File: src/rtl/wave_capture.sv
// rtl/wave_capture.sv - zero-crossing triggered capture of 256 samples into a double-buffered RAM
module wave_capture #(
  parameter int SAMPLE_W = 16
) (
  input  logic                clk,
  input  logic                reset,
  input  logic                new_sample_ready,
  input  logic [SAMPLE_W-1:0] new_sample_in,
  input  logic                wave_display_idle,
  output logic [8:0]          write_address,
  output logic                write_enable,
  output logic [7:0]          write_sample,
  output logic                read_index
);

  typedef enum logic [1:0] {
    ARMED  = 2'd0,
    ACTIVE = 2'd1,
    WAIT   = 2'd2
  } state_t;

  state_t     state;
  logic [7:0] index;
  logic       prev_neg;
  logic       sample_neg;
  logic [7:0] sample_offset;

  assign sample_neg    = new_sample_in[SAMPLE_W-1];
  assign sample_offset = {~new_sample_in[SAMPLE_W-1], new_sample_in[SAMPLE_W-2 -: 7]};

  // Low-order sample bits below the 8 kept for display are intentionally dropped.
  generate
    if (SAMPLE_W > 8) begin : g_low_bits
      logic unused_low_bits;
      assign unused_low_bits = ^new_sample_in[SAMPLE_W-9:0];
    end
  endgenerate

  always_ff @(posedge clk) begin
    if (!reset) begin
      state         <= ARMED;
      index         <= 8'd0;
      prev_neg      <= 1'b0;
      read_index    <= 1'b0;
      write_enable  <= 1'b0;
      write_address <= 9'd0;
      write_sample  <= 8'd0;
    end else begin
      write_enable <= 1'b0;
      if (new_sample_ready) begin
        prev_neg <= sample_neg;
      end
      case (state)
        ARMED: begin
          if (new_sample_ready && prev_neg && !sample_neg) begin
            state <= ACTIVE;
            index <= 8'd0;
          end
        end
        ACTIVE: begin
          if (new_sample_ready) begin
            write_enable  <= 1'b1;
            write_address <= {~read_index, index};
            write_sample  <= sample_offset;
            index         <= index + 8'd1;
            if (index == 8'hFF) begin
              state <= WAIT;
            end
          end
        end
        WAIT: begin
          // Swap halves only during vertical blank so the display never sees a torn frame.
          if (wave_display_idle) begin
            read_index <= ~read_index;
            state      <= ARMED;
          end
        end
        default: begin
          state <= ARMED;
        end
      endcase
    end
  end

endmodule

File: config.mk
export PLATFORM = sky130hd
export DESIGN_NAME = wave_capture
export DESIGN_NICKNAME = d
export VERILOG_FILES = /design/src/rtl/wave_capture.sv
export SDC_FILE = /design/constraint.sdc
export NUM_CORES = 1
export LEC_CHECK = 0
export ABC_CLOCK_PERIOD_IN_PS = 1500
export BUFFER_PORTS_ARGS = -buffer_cell sky130_fd_sc_hd__buf_2
export CELL_PAD_IN_SITES_DETAIL_PLACEMENT = 0
export CELL_PAD_IN_SITES_GLOBAL_PLACEMENT = 1
export CORE_MARGIN = 2
export CORE_UTILIZATION = 30
export DETAILED_ROUTE_END_ITERATION = 10
export PLACE_DENSITY_LB_ADDON = 0.1
export SYNTH_ARGS = -nofsm -noshare
export SYNTH_HDL_FRONTEND = slang
export SYNTH_SLANG_ARGS = --single-unit
File: constraint.sdc
create_clock -name clk -period 1.5 [get_ports clk]
set_clock_uncertainty 0.1 [all_clocks]
set_input_delay 0.375 -clock clk [delete_from_list [all_inputs] [get_ports clk]]
set_output_delay 0.375 -clock clk [all_outputs]
set_load 0.01 [all_outputs]
==> out/results.tsv <==
metric	value	unit
max-slew violations	0	
pwr/cell area	934	nW/um2
post-route cell area	1580	um2
diode count	0	
DRC	0	
Ys Warns	0	
CTS tree	done	
Die Ht	68.5	um
dominant synthesized flop cell	dfxtp_1	
Final Setup Violations	0	
GRT Total Usage	13.3	%
Post-synth EDFFs	0	
Post-Syn Area	1250	um2
remaining antenna violation count	0	
max cap viols	0	
most common cell after layout, fill and taps aside	nand2_1	
multi-input logic area	604	um2
critical path arrival	1.51	ns
TritonCTS buffer count	5	
commonest cells after routing, fill and taps aside	nand2_1, dfxtp_1, buf_2	
Placed Cells	227	
Worst EP required	1.61	ns
Peak VDD IR	0.000425	V
Mapped Avg Cell Area	8.73	um2
Crit Path Category	flip-flop to flip-flop	
DR iter-0 viols	43	
pin count of the biggest net entering global routing	18	
max incr delay on CP	0.38	ns
Non-Filler Instances	234	
routability congestion estimate from global placement	0.778	
RSZ-0062 raised after global routing	false	
WL/cell	11.7	um
DRT Pass-1 Iters	4	
CP max FO	4	
post-DP HPWL	2050	um
chip width	68.5	um
Fin Setup TNS	0	ns
Rows	23	
status	finished clean	
vias in the first global route	947	
worst slew pin tran	0.415	ns
Routed WL	2750	um
Seq/Total Area, Yosys	48.1	%
Cell Area, Placed	1500	um2
GRT Residual Overflow	0	
syn_nets	164	
final hold vios	0	
htree depth	2	
clock latency at the later pin of the worst-skew pair	0.27	ns
final worst path period need	1.40	ns
synthesized flop and latch total	30	
antenna violations before repair	0	
Min Hold Slack	0.240	ns
first-pass GRT wire length	4400	um
Initial Utilization	31.2	%
leakage power	0.652	nW
Area Overhead vs Synth	26.6	%
Rel. slew slack	72.1	%
period utilisation layout	93.4	%
distinct cell type count after synthesis	33	
maximum clock path buffer count	2	
core region area	4000	um2
fmax	0.713	GHz
sequential cell area	601	um2
cells along the critical path	ha_1 > and3_2 > nand4_1 > o32a_1 > nor2_1	
Ports	39	
hold crit path type	input pin to flip-flop	
filler instances	427	
Async S/R FF share, synth	0	%
Via density	4.74	
Critical Path End Type	flip-flop	
layout cell share with drive strength beyond 1	27.2	%
critical path's slowest cell	dfxtp_1	
clock root buffer	clkbuf_8	
postcts setup bufs	0	
final net count	205	
Vias	1109	
Post-Synthesis Cells	143	
CTS clk-pin slew, worst paths	0.06	ns
CTS Sinks	30	
buffers added on ports	30	
Critical Path Source Type	flip-flop	
total die area	4690	um2
## per-layer routing
layer  up-vias  track usage [%]  share of wire (%)
met3        11             5.84                5.8
met2        24             18.4                 43
met1       507             16.5                 47
li1        567                -                  -
met5         -                0                  0
met4         0             9.00                4.1
## metrics by stage
step | power (mW) | worst slack (ns) | util, %
6_report | 1.48 | 0.0984 | 39.5
5_1_grt | 1.56 | 0.0154 | 39.5
4_1_cts | 1.50 | 0.0781 | 39.5
3_5_place_dp | 0.898 | 0.0462 | 37.6
3_3_place_gp | 0.896 | 0.0524 | 37.6
2_1_floorplan | 0.861 | 0.200 | -
## registers in the layout (all words and copies together), names as in the netlist
register and cells:
index 8, write_address 9, write_enable 1, read_index 1, write_sample 8, prev_neg 1
state 2
## report_power, final
group / switching, mW / internal (mW)
combinational: 0.0385 / 0.0349
sequential: 0.00333 / 0.803
clock: 0.278 / 0.319
## timing repair
item,4_1_cts,5_1_grt
gates resized for setup,0,1
hold buffers,0,0
endpoints found under the setup margin,0,1
## area by class of cell
type | count | area share, %
Inverter | 3 | 0.713
Multi-Input combinational cell | 104 | 38.2
Clock buffer | 7 | 4.83
Tap cell | 50 | 3.96
Sequential cell | 30 | 38.0
Timing Repair Buffer | 40 | 14.3
## worst paths after layout
kind / slack, ns / depth (start not counted) / endpoint / from
setup / recovery: 0.1 / 5 / state[1] / index[0]
hold reg to reg: 0.35 / 2 / write_address[7] / write_address[7]
hold / removal: 0.24 / 3 / write_sample[0] / new_sample_in[8]
setup reg to reg: 0.1 / 5 / state[1] / index[0]
## worst max-delay path, delay by kind of cell, from the launching register on
| family | cells | cell delay, ns |
|---|---|---|
| compound gates | 1 | 0.20 |
| flops | 1 | 0.38 |
| fa+ha+maj | 1 | 0.19 |
| simple gates | 3 | 0.48 |
## logic make-up after synthesis
family | share of synthesized area (%)
AO/OA/AOI/OAI | 19.5
XOR/XNOR | 0.702
adder cells (fa/ha/maj) | 1.00
buffers and inverters | 3.61
flip-flops | 48.1
multiplexers | 0.802
AND/OR/NAND/NOR | 26.3
## cells in the mapped netlist (all sizes together) (3+ instances only)
library cell | number | area (um2)
nand2 | 35 | 131
dfxtp | 30 | 601
a21boi | 16 | 120
nor2 | 6 | 22.5
nor2b | 6 | 37.5
o21ai | 6 | 30.0
a21oi | 5 | 25.0
nand3 | 5 | 30.0
buf | 4 | 26.3
inv | 3 | 11.3
nand2b | 3 | 18.8
nor3b | 3 | 22.5
(Power assumes the default switching activity.)
